## config.mk

```make
export PLATFORM = sky130hd
export DESIGN_NAME = vga_pixel_fetch_flat
export DESIGN_NICKNAME = d
export VERILOG_FILES = /design/src/rtl/vga_pixel_fetch_pkg.sv /design/src/rtl/vga_pixel_fetch_if.sv /design/src/rtl/vga_pixel_fetch_fifo.sv /design/src/rtl/vga_pixel_fetch.sv /design/src/flat_wrapper.sv
export SDC_FILE = /design/constraint.sdc
export NUM_CORES = 1
export LEC_CHECK = 0
export CORE_ASPECT_RATIO = 0.5
export CORE_MARGIN = 2
export CORE_UTILIZATION = 45
export CTS_BUF_LIST = sky130_fd_sc_hd__clkbuf_8 sky130_fd_sc_hd__clkbuf_16
export CTS_CLUSTER_DIAMETER = 80
export DETAILED_ROUTE_END_ITERATION = 16
export GPL_ROUTABILITY_DRIVEN = 0
export PLACE_DENSITY = 0.75
export SYNTH_ARGS = -nofsm -noshare
export SYNTH_HDL_FRONTEND = slang
export SYNTH_SLANG_ARGS = --single-unit
```

## constraint.sdc

```tcl
create_clock -name clk -period 5.4 [get_ports clk]
set_input_delay 1.62 -clock clk [delete_from_list [all_inputs] [get_ports clk]]
set_output_delay 1.62 -clock clk [all_outputs]
set_load 0.01 [all_outputs]
```

## src/rtl/vga_pixel_fetch_pkg.sv

```systemverilog
// Shared types and constants for the VGA pixel prefetcher.
package asip_pkg;

  typedef logic [31:0]  lane_t;
  typedef logic [191:0] word_t;

  typedef struct packed {
    logic [7:0] r;
    logic [7:0] g;
    logic [7:0] b;
  } rgb_t;

  localparam int unsigned LANES_PER_PIX  = 3;
  localparam int unsigned LANES_PER_WORD = 6;

  typedef enum logic [1:0] {
    StRewind,
    StFill,
    StRun
  } fetch_state_e;

  // Each component is the low byte of its lane; half selects the second pixel of the word.
  function automatic rgb_t unpack_pixel(input word_t word, input logic half);
    rgb_t px;
    if (half) begin
      px.r = word[(LANES_PER_PIX + 0) * 32 +: 8];
      px.g = word[(LANES_PER_PIX + 1) * 32 +: 8];
      px.b = word[(LANES_PER_PIX + 2) * 32 +: 8];
    end else begin
      px.r = word[0 * 32 +: 8];
      px.g = word[1 * 32 +: 8];
      px.b = word[2 * 32 +: 8];
    end
    return px;
  endfunction

endpackage

```

## src/rtl/vga_pixel_fetch_if.sv

```systemverilog
// Image RAM read port: strobe plus lane address out, word returned one clk later.
interface vga_pixel_fetch_if #(
  parameter int unsigned V = 192,
  parameter int unsigned S = 32
) ();

  logic [S-1:0] mem_addr;
  logic         mem_re;
  logic [V-1:0] mem_rd;

  modport master (
    output mem_addr,
    output mem_re,
    input  mem_rd
  );

  modport slave (
    input  mem_addr,
    input  mem_re,
    output mem_rd
  );

endinterface

```

## src/rtl/vga_pixel_fetch_fifo.sv

```systemverilog
// Small synchronous word FIFO holding prefetched image words; head word is shown combinationally.
module pixel_word_fifo #(
  parameter int unsigned DEPTH = 4,
  parameter int unsigned W     = 192,
  localparam int unsigned AW   = $clog2(DEPTH),
  localparam int unsigned CW   = $clog2(DEPTH + 1)
) (
  input  logic          clk,
  input  logic          rst,
  input  logic          push,
  input  logic          pop,
  input  logic          flush,
  input  logic [W-1:0]  wdata,
  output logic [W-1:0]  rdata,
  output logic          full,
  output logic          empty,
  output logic [CW-1:0] count
);

  logic [W-1:0]  store [DEPTH];
  logic [AW-1:0] wr_ptr_q;
  logic [AW-1:0] rd_ptr_q;
  logic [CW-1:0] cnt_q;
  logic          do_push;
  logic          do_pop;

  assign full    = (cnt_q == CW'(DEPTH));
  assign empty   = (cnt_q == '0);
  assign count   = cnt_q;
  assign rdata   = store[rd_ptr_q];
  assign do_push = push & ~full & ~flush;
  assign do_pop  = pop & ~empty & ~flush;

  // Word storage; contents need no reset since count gates visibility.
  always_ff @(posedge clk) begin
    if (do_push) begin
      store[wr_ptr_q] <= wdata;
    end
  end

  // Pointer and occupancy bookkeeping; flush wins over push/pop.
  always_ff @(posedge clk or posedge rst) begin
    if (rst) begin
      wr_ptr_q <= '0;
      rd_ptr_q <= '0;
      cnt_q    <= '0;
    end else if (flush) begin
      wr_ptr_q <= '0;
      rd_ptr_q <= '0;
      cnt_q    <= '0;
    end else begin
      if (do_push) wr_ptr_q <= wr_ptr_q + 1'b1;
      if (do_pop)  rd_ptr_q <= rd_ptr_q + 1'b1;
      if (do_push && !do_pop) begin
        cnt_q <= cnt_q + 1'b1;
      end else if (do_pop && !do_push) begin
        cnt_q <= cnt_q - 1'b1;
      end
    end
  end

endmodule

```

## src/rtl/vga_pixel_fetch.sv

```systemverilog
// Prefetching pixel streamer: raster-order 192-bit reads into a word FIFO, two RGB pixels per word,
// registered r/g/b aligned to the pixel tick.
// Optional build macro VGA_PIXFETCH_STATS_EN adds underflow_cnt and frame_cnt outputs.
module vga_pixel_fetch
  import asip_pkg::*;
#(
  parameter int unsigned V         = 192,
  parameter int unsigned S         = 32,
  parameter int unsigned IMG_W     = 100,
  parameter int unsigned IMG_H     = 100,
  parameter int unsigned BASE_ADDR = 0,
  parameter int unsigned DEPTH     = 4
) (
  input  logic               clk,
  input  logic               rst,
  input  logic               pix_tick,
  input  logic [9:0]         x,
  input  logic [9:0]         y,
  input  logic               video_on,
  vga_pixel_fetch_if.master  mem,
  output logic [7:0]         r,
  output logic [7:0]         g,
  output logic [7:0]         b,
  output logic               underflow
`ifdef VGA_PIXFETCH_STATS_EN
  ,
  output logic [15:0]        underflow_cnt,
  output logic [15:0]        frame_cnt
`endif
);

  localparam int unsigned TotalWords = IMG_W * IMG_H / 2;
  localparam int unsigned IW         = $clog2(TotalWords + 1);
  localparam int unsigned CW         = $clog2(DEPTH + 1);
  localparam logic [9:0]  ImgW10     = 10'(IMG_W);
  localparam logic [9:0]  ImgH10     = 10'(IMG_H);

  fetch_state_e  state_q;
  logic [S-1:0]  rd_ptr_q;
  logic [S-1:0]  mem_addr_q;
  logic [IW-1:0] issued_q;
  logic          mem_re_q;
  logic          cap_q;

  logic          half_q;
  logic          underflow_q;
  rgb_t          rgb_q;

  logic [V-1:0]  fifo_rdata;
  logic          fifo_full;
  logic          fifo_empty;
  logic [CW-1:0] fifo_cnt;
  logic          fifo_pop;
  logic          fifo_flush;
  logic [CW:0]   occ;

  logic          window;
  logic          uf_ev;
  logic          rewind_trig;
  logic          issue;
  rgb_t          px;

  assign window      = pix_tick & video_on & (x < ImgW10) & (y < ImgH10);
  assign rewind_trig = pix_tick & (x == 10'd0) & (y == ImgH10);
  assign uf_ev       = window & fifo_empty & ~half_q;
  assign fifo_pop    = window & half_q & ~fifo_empty;
  assign fifo_flush  = (state_q == StRewind);
  assign px          = unpack_pixel(fifo_rdata, half_q);

  // Words already buffered plus the one whose data lands this cycle.
  assign occ   = {1'b0, fifo_cnt} + {{CW{1'b0}}, cap_q};
  assign issue = ((state_q == StFill) || (state_q == StRun)) && !mem_re_q && !rewind_trig &&
                 (occ < (CW + 1)'(DEPTH)) && (issued_q < IW'(TotalWords));

  pixel_word_fifo #(
    .DEPTH(DEPTH),
    .W    (V)
  ) u_fifo (
    .clk  (clk),
    .rst  (rst),
    .push (cap_q),
    .pop  (fifo_pop),
    .flush(fifo_flush),
    .wdata(mem.mem_rd),
    .rdata(fifo_rdata),
    .full (fifo_full),
    .empty(fifo_empty),
    .count(fifo_cnt)
  );

  // Fetch FSM: rewind at vertical blanking, fill ahead of the beam, then keep the FIFO topped up.
  always_ff @(posedge clk or posedge rst) begin
    if (rst) begin
      state_q    <= StRewind;
      rd_ptr_q   <= S'(BASE_ADDR);
      mem_addr_q <= S'(BASE_ADDR);
      issued_q   <= '0;
      mem_re_q   <= 1'b0;
      cap_q      <= 1'b0;
    end else begin
      // Read data is valid the cycle after the strobe and is pushed at the end of it.
      cap_q    <= mem_re_q;
      mem_re_q <= 1'b0;
      if (issue) begin
        mem_re_q   <= 1'b1;
        mem_addr_q <= rd_ptr_q;
        rd_ptr_q   <= rd_ptr_q + S'(LANES_PER_WORD);
        issued_q   <= issued_q + 1'b1;
      end
      unique case (state_q)
        StRewind: begin
          rd_ptr_q <= S'(BASE_ADDR);
          issued_q <= '0;
          cap_q    <= 1'b0;
          state_q  <= StFill;
        end
        StFill: begin
          if (rewind_trig) begin
            state_q <= StRewind;
          end else if (fifo_full || (issued_q == IW'(TotalWords))) begin
            state_q <= StRun;
          end
        end
        StRun: begin
          if (rewind_trig) state_q <= StRewind;
        end
        default: state_q <= StRewind;
      endcase
    end
  end

  // Pixel consume: register r/g/b on the tick, track half-word position and sticky underflow.
  always_ff @(posedge clk or posedge rst) begin
    if (rst) begin
      rgb_q       <= '0;
      half_q      <= 1'b0;
      underflow_q <= 1'b0;
    end else begin
      if (pix_tick) begin
        rgb_q <= (window && !uf_ev) ? px : '0;
      end
      if (state_q == StRewind) begin
        half_q      <= 1'b0;
        underflow_q <= 1'b0;
      end else if (window) begin
        if (uf_ev) begin
          underflow_q <= 1'b1;
        end else begin
          half_q <= ~half_q;
        end
      end
    end
  end

`ifdef VGA_PIXFETCH_STATS_EN
  logic [15:0] uf_cnt_q;
  logic [15:0] frame_cnt_q;

  // Statistics: saturating underflow events, wrapping frame count; cleared only by reset.
  always_ff @(posedge clk or posedge rst) begin
    if (rst) begin
      uf_cnt_q    <= '0;
      frame_cnt_q <= '0;
    end else begin
      if (uf_ev && (state_q != StRewind) && (uf_cnt_q != 16'hFFFF)) begin
        uf_cnt_q <= uf_cnt_q + 16'd1;
      end
      if (state_q == StRewind) begin
        frame_cnt_q <= frame_cnt_q + 16'd1;
      end
    end
  end

  assign underflow_cnt = uf_cnt_q;
  assign frame_cnt     = frame_cnt_q;
`endif

  assign mem.mem_re   = mem_re_q;
  assign mem.mem_addr = mem_addr_q;
  assign r            = rgb_q.r;
  assign g            = rgb_q.g;
  assign b            = rgb_q.b;
  assign underflow    = underflow_q;

endmodule

```

## src/flat_wrapper.sv

```systemverilog
// flat-port wrapper written by rule: the top's interface ports become plain ports
module vga_pixel_fetch_flat import asip_pkg::*;
#(
  parameter int unsigned V         = 192,
  parameter int unsigned S         = 32,
  parameter int unsigned IMG_W     = 100,
  parameter int unsigned IMG_H     = 100,
  parameter int unsigned BASE_ADDR = 0,
  parameter int unsigned DEPTH     = 4
)
  (clk, rst, pix_tick, x, y, video_on, r, g, b, underflow, mem_mem_addr, mem_mem_re, mem_mem_rd);
  vga_pixel_fetch_if #(.V(V), .S(S)) mem_i ();
  input  logic clk;
  input  logic rst;
  input  logic pix_tick;
  input  logic [9:0] x;
  input  logic [9:0] y;
  input  logic video_on;
  output logic [7:0] r;
  output logic [7:0] g;
  output logic [7:0] b;
  output logic underflow;
  output wire logic [$bits(mem_i.mem_addr)-1:0] mem_mem_addr;
  output wire logic [$bits(mem_i.mem_re)-1:0] mem_mem_re;
  input wire logic [$bits(mem_i.mem_rd)-1:0] mem_mem_rd;
  assign mem_mem_addr = mem_i.mem_addr;
  assign mem_mem_re = mem_i.mem_re;
  assign mem_i.mem_rd = mem_mem_rd;
  vga_pixel_fetch #(.V(V), .S(S), .IMG_W(IMG_W), .IMG_H(IMG_H), .BASE_ADDR(BASE_ADDR), .DEPTH(DEPTH)) u_core (.clk(clk), .rst(rst), .pix_tick(pix_tick), .x(x), .y(y), .video_on(video_on), .mem(mem_i), .r(r), .g(g), .b(b), .underflow(underflow));
endmodule
```

==> Word level (Yosys, flattened, before mapping) <==
Memories as Yosys holds them, arrays and structs flattened.
Index checks and enable logic that the tools add are counted.
{ "totals": {"regBits": 114, "mem_bits_rw": 768, "input_bits": 216, "output_inout_bits": 58, "word_cells": 104, "memories": 1} }
{ "classes": {"addsub": 7, "magnitude_cmp": 4, "eq_ne": 8, "muxes": 27, "bitwise_logic": 17, "reduce_logical": 26} }
{ "mem_list": {"columns": ["memory", "words", "width", "rd", "rd_clocked_by_memory_dff", "wr", "line", "text"], "rows": [
  ["u_core.u_fifo.store", 4, 192, 1, 0, 1, "vga_pixel_fetch_fifo.sv:20", "logic [W-1:0] store [DEPTH];"]
]} }
{ "ops": {"columns": ["cell", "n"], "rows": [
  ["32-bit two-way mux", 2],
  ["24-bit two-way mux", 2],
  ["32-bit by 3-bit adder with 32-bit output, second input constant", 1],
  ["13-bit two-way mux", 2],
  ["10-bit by 7-bit less-than comparator with 1-bit output, second input constant", 2],
  ["2-bit two-way mux", 7],
  ["13-bit by 1-bit adder with 13-bit output, second input constant", 1],
  ["1-bit bitwise AND", 13],
  ["13-bit equality test, second input constant", 1],
  ["13-bit less-than comparator, second input constant", 1],
  ["10-bit by 7-bit equality test with 1-bit output, second input constant", 1],
  ["10-bit logical NOT", 1],
  ["1-bit two-way mux", 10],
  ["2-bit nonzero test", 5],
  ["3-bit two-way mux", 3],
  ["1-bit logical AND", 7],
  ["2-bit one-hot mux with 3 select lines", 1],
  ["2-bit AND reduction", 3],
  ["1-bit logical NOT", 5],
  ["2-bit by 1-bit adder with 2-bit output, second input constant", 2],
  ["3-bit by 1-bit adder with 4-bit output", 1],
  ["4-bit by 3-bit less-than comparator with 1-bit output, second input constant", 1],
  ["1-bit NOT", 4],
  ["3-bit by 1-bit adder with 3-bit output, second input constant", 1],
  ["other kinds (11)", 12]
]} }

==> Depth between registers and ports, before layout <==
{ "logic_depth": {"depth_word": 11, "ltp_mapped": 10, "depth_no_buf": 9} }

==> Hierarchy <==
From an unflattened synthesis, not the netlist that was laid out.
{ "hier_totals": {"cells_unflattened": 1531, "hier_area_um2": 33210.6} }
{ "modules_own_cells": {"columns": ["module", "instances", "cells_per_inst", "area_per_inst_um2", "seq_area_each_um2"], "rows": [
  ["pixel_word_fifo", 1, 1053, 28189.5, 23237.3],
  ["vga_pixel_fetch", 1, 478, 5021.1, 2627.5]
]} }

==> Worst setup path before layout <==
No wires, ideal clock.
{ "synth_timing": {"path_kind": "input to register", "from": "input x[7]", "to": "register u_core.u_fifo.cnt_q[2], in the netlist u_core.u_fifo.count[2]", "setup_time_ns": 0.078, "t_arrival_ns": 3.662, "path_slack_ns": 1.660, "path_stages": 9, "path_cell_list": "nor4_1 nand4_1 nor2_1 nand4b_1 ha_1 fa_1 xnor2_1 or3_1 a21oi_1"} }
{ "synth_between": {"elab_chain_cells": 11, "elab_cells_between_ends": 13, "cone_classes": "order compare: 1; mux: 2; bitwise: 6; reduce/logical: 4"} }
{ "synth_lines": {"columns": ["element", "line", "text"], "rows": [
  ["from (decl)", "flat_wrapper.sv:16", "input logic [9:0] x;"],
  ["10-bit by 7-bit less-than comparator with 1-bit output *", "vga_pixel_fetch.sv:63", "assign window = pix_tick & video_on & (x < ImgW10) & (y < ImgH10);"],
  ["1-bit bitwise AND * (2 in series)", "vga_pixel_fetch.sv:63", null],
  ["1-bit bitwise AND * (2 in series)", "vga_pixel_fetch.sv:66", "assign fifo_pop = window & half_q & ~fifo_empty;"],
  ["1-bit bitwise AND * (2 in series)", "vga_pixel_fetch_fifo.sv:32", "assign do_pop = pop & ~empty & ~flush;"],
  ["1-bit logical NOT", "vga_pixel_fetch_fifo.sv:54", "if (do_push && !do_pop) begin"],
  ["1-bit logical AND", "vga_pixel_fetch_fifo.sv:54", null],
  ["3-bit two-way mux", "vga_pixel_fetch_fifo.sv:54", null],
  ["3-bit two-way mux", "vga_pixel_fetch_fifo.sv:47", "end else if (flush) begin"],
  ["to (signal assigned)", "vga_pixel_fetch_fifo.sv:55", "cnt_q <= cnt_q + 1'b1;"],
  ["to (signal assigned)", "vga_pixel_fetch_fifo.sv:57", "cnt_q <= cnt_q - 1'b1;"],
  ["to (decl)", "vga_pixel_fetch_fifo.sv:23", "logic [CW-1:0] cnt_q;"]
]} }
Mark *: on every way between the ends. The rest lies on a longest branch, timed or not.
A chain may end at the register's enable or synchronous reset.

==> Worst setup path after layout <==
Ends and elaborated chain as after synthesis.

==> impl_metrics.json <==
{
  "die_x_um": 242,
  "ctsHoldBuffers": 0,
  "insertion_delay_ns": 0.58,
  "grt_max_degree": 83,
  "leakagePower_nw": 5.31,
  "port_buffers": 128,
  "fin_tns_setup_ns": 0,
  "area_growth_pct": 20.6,
  "cts_inserted_buffers": 28,
  "fillerInstances": 2181,
  "hold_depth": 1,
  "cp_max_fo": 7,
  "h-tree-depth": 1,
  "r2r_cells": 7,
  "r2r-start": "u_core.state_q[1]",
  "crit_path_cell_trace": "clkdlybuf4s50_1, nor4_1, nand4_1, nor2_1, nand4b_1, ha_1, fa_1, xnor2_1, or3_1, a21oi_1",
  "grt_pass1_vias": 7611,
  "cts_tree": "yes",
  "status": "complete, no violations",
  "path_class": "input pin to register",
  "r2r-end": "u_core.mem.mem_addr[29]",
  "die_h_um": 123,
  "crit_required_ns": 5.87,
  "cts_sinks": 304,
  "worstHoldEndpoint": "u_core.mem.mem_addr[7]",
  "synthFlopType": "edfxtp_1",
  "synth_top_cell_area_share": 0.453,
  "n_antenna_cell": 0,
  "synth-edff-count": 192,
  "vias_per_cell": 5.59,
  "hold_path.startpoint": "u_core.mem.mem_addr[7]",
  "synth_area_leader_cell": "edfxtp_1",
  "ctsResizeCount": 0,
  "antenna_found_initial": 0,
  "grt_first_pass_wirelength_um": 42000,
  "worstPathArrival_ns": 4.41,
  "nNetsFinal": 1157,
  "drive_gt1_frac": 0.176,
  "multi_input_area_um2": 3750,
  "clk_path_buf_depth": 3,
  "hold_path.class": "register to register",
  "synth_fp_nets": 1038,
  "synth_area_leaders": "edfxtp_1 45%, dfrtp_1 22%, mux4_2 8.5%",
  "wire_per_inst_um": 19.9,
  "drv_cap": 0,
  "seq_area_um2": 8570,
  "yosysSeqAreaShare": 0.673,
  "start_kind": "input pin",
  "pin_count": 274,
  "cpPeakStageDelay_ns": 0.40,
  "finalHoldViolations": 0,
  "ys_types": 57,
  "ys_ff_latch": 304,
  "ant_nets": 0,
  "drt_wl_total_um": 26600,
  "track_usage": 0.180,
  "coreArea_um2": 27800,
  "reg2reg_slack_ns": 2.69,
  "tightest_slew_ns": 1.06,
  "clockRootBuffer": "clkbuf_16",
  "setup_slack_ns": 1.46,
  "dr.pass1.iters": 5,
  "setup_violations": 0,
  "period_needed_ns": 3.94,
  "placement_rows": 43,
  "grt_setup_unrepaired": "false",
  "clkTransAtPathRegs_ns": 0.07,
  "die_area_um2": 29700,
  "slew_headroom": 0.296,
  "p_per_area_nw_per_um2": 380,
  "avgSynthCellArea_um2": 15.7,
  "grt-ovfl-total": 0,
  "skew_ns": 0.0378,
  "syn_inst": 810,
  "drv_slew": 0,
  "via_count": 7446,
  "syn_area_um2": 12700,
  "initialDrtViolationCount": 667,
  "initial_utilization": 0.458,
  "synthArstFlopShare": 0.368,
  "finalCritPeriodShare": 0.730,
  "ir_drop_mv": 0.251,
  "cp-end-kind": "register",
  "cts_setup_buffers": 0,
  "cpMaxStageDelayCell": "clkdlybuf4s50_1",
  "hpwl_um": 15900,
  "fmax_mhz": 254,
  "pre_cts_ws_ns": 0.903,
  "drc": 0,
  "yosys_warnings": 0
}
-- synth_stat cells, drive strengths merged, types with 2 or more instances --
cell type and number:
or4 28, mux2i 24, o31ai 29, and2 5
clkbuf 25, nor4b 2, nor4 9, dfrtp 112
buf 27, ha 11, nand2 17, a21oi 39
nand3b 3, o41ai 2, nor3 8, nand4 21
or4b 2, or3 4, o22ai 24, and3 4
mux4 48, inv 41, nand4b 3, or2 2
o21ai 14, mux2 38, nand3 16, edfxtp 192
xnor2 2, nor2 32, nor2b 11
-- sequential cells by signal, indices dropped and copies added (netlist names), 3 cells and up --
name and cells:
u_core.u_fifo.count 3, u_core.mem.mem_addr 31, u_core.r 8, u_core.g 8, u_core.b 8, u_core.rd_ptr_q 31, u_core.u_fifo.store 192, u_core.issued_q 13
-- area by class of cell --
| class | instances | area share |
|---|---|---|
| Tap cell | 382 | 0.0311 |
| Clock inverter | 21 | 0.0173 |
| Sequential cell | 304 | 0.559 |
| Inverter | 41 | 0.0105 |
| Clock buffer | 31 | 0.0483 |
| Multi-Input combinational cell | 413 | 0.244 |
| Timing Repair Buffer | 141 | 0.0898 |
-- where the power goes --
group / leakage [nW] / internal (mW) / total (mW) / switching (mW)
clock network: 0.500 / 1.24 / 2.12 / 0.885
registers: 3.28 / 2.65 / 2.71 / 0.0672
logic: 1.53 / 0.362 / 0.993 / 0.631
total: 5.31 / 4.25 / 5.83 / 1.58
-- per-layer routing --
metal  vias up  track usage  routed length (um)
met1      3851        0.231               11100
met5         -            0                   0
li1       3394            -                   -
met2       158        0.314               13600
met3        43       0.0397                1200
met4         0       0.0513                 675
-- how the worst max path moves through the flow --
stage,from,to,depth (start not counted)
after floorplan,rst,u_core.b[0],1
after global placement,y[4],u_core.u_fifo.count[2],10
after detailed placement,x[7],u_core.u_fifo.count[2],10
after CTS,x[7],u_core.u_fifo.count[2],10
after global routing,x[7],u_core.u_fifo.count[2],10
final,x[7],u_core.u_fifo.count[2],10
-- cells by family after synthesis --
family / after synthesis / synth area share
buf+inv: 93 / 0.0328
compound gates: 115 / 0.0570
mux: 110 / 0.142
other cells: 1 / 0.000295
xor+xnor: 3 / 0.00207
simple gates: 172 / 0.0803
flops: 304 / 0.673
fa+ha+maj: 12 / 0.0124
-- layout by cell type, fill, tap and decap left out, drive strengths merged, types with 21 or more instances in the layout --
cell / n
edfxtp: 192
clkdlybuf4s50: 128
dfrtp: 112
mux4: 48
inv: 41
a21oi: 39
mux2: 38
nor2: 32
clkbuf: 31
o31ai: 29
or4: 28
mux2i: 24
o22ai: 24
nand4: 21
-- stage by stage --
step / power (mW) / area, um2 / hold slack, ns / utilization / std cells
finish: 5.83 / 15300 / 0.504 / 0.553 / 1333
global route: 6.08 / 15300 / 0.530 / 0.553 / 1333
CTS: 5.87 / 15300 / 0.508 / 0.553 / 1333
detailed placement: 3.76 / 14300 / 0.494 / 0.517 / 1281
global placement: 3.70 / 14300 / 0.491 / 0.517 / 1281
floorplan: 3.51 / 12700 / 0.496 / - / 810
-- worst max-delay path, delay by kind of cell --
| family | cells | cell delay [ns] |
|---|---|---|
| buffers and inverters | 1 | 0.40 |
| AOI/OAI and AO/OA | 1 | 0.14 |
| adders and majority gates | 2 | 0.66 |
| xor gates and xnor gates | 1 | 0.14 |
| and+or+nand+nor | 5 | 1.45 |
No activity file was read; power rests on OpenSTA's default activity.
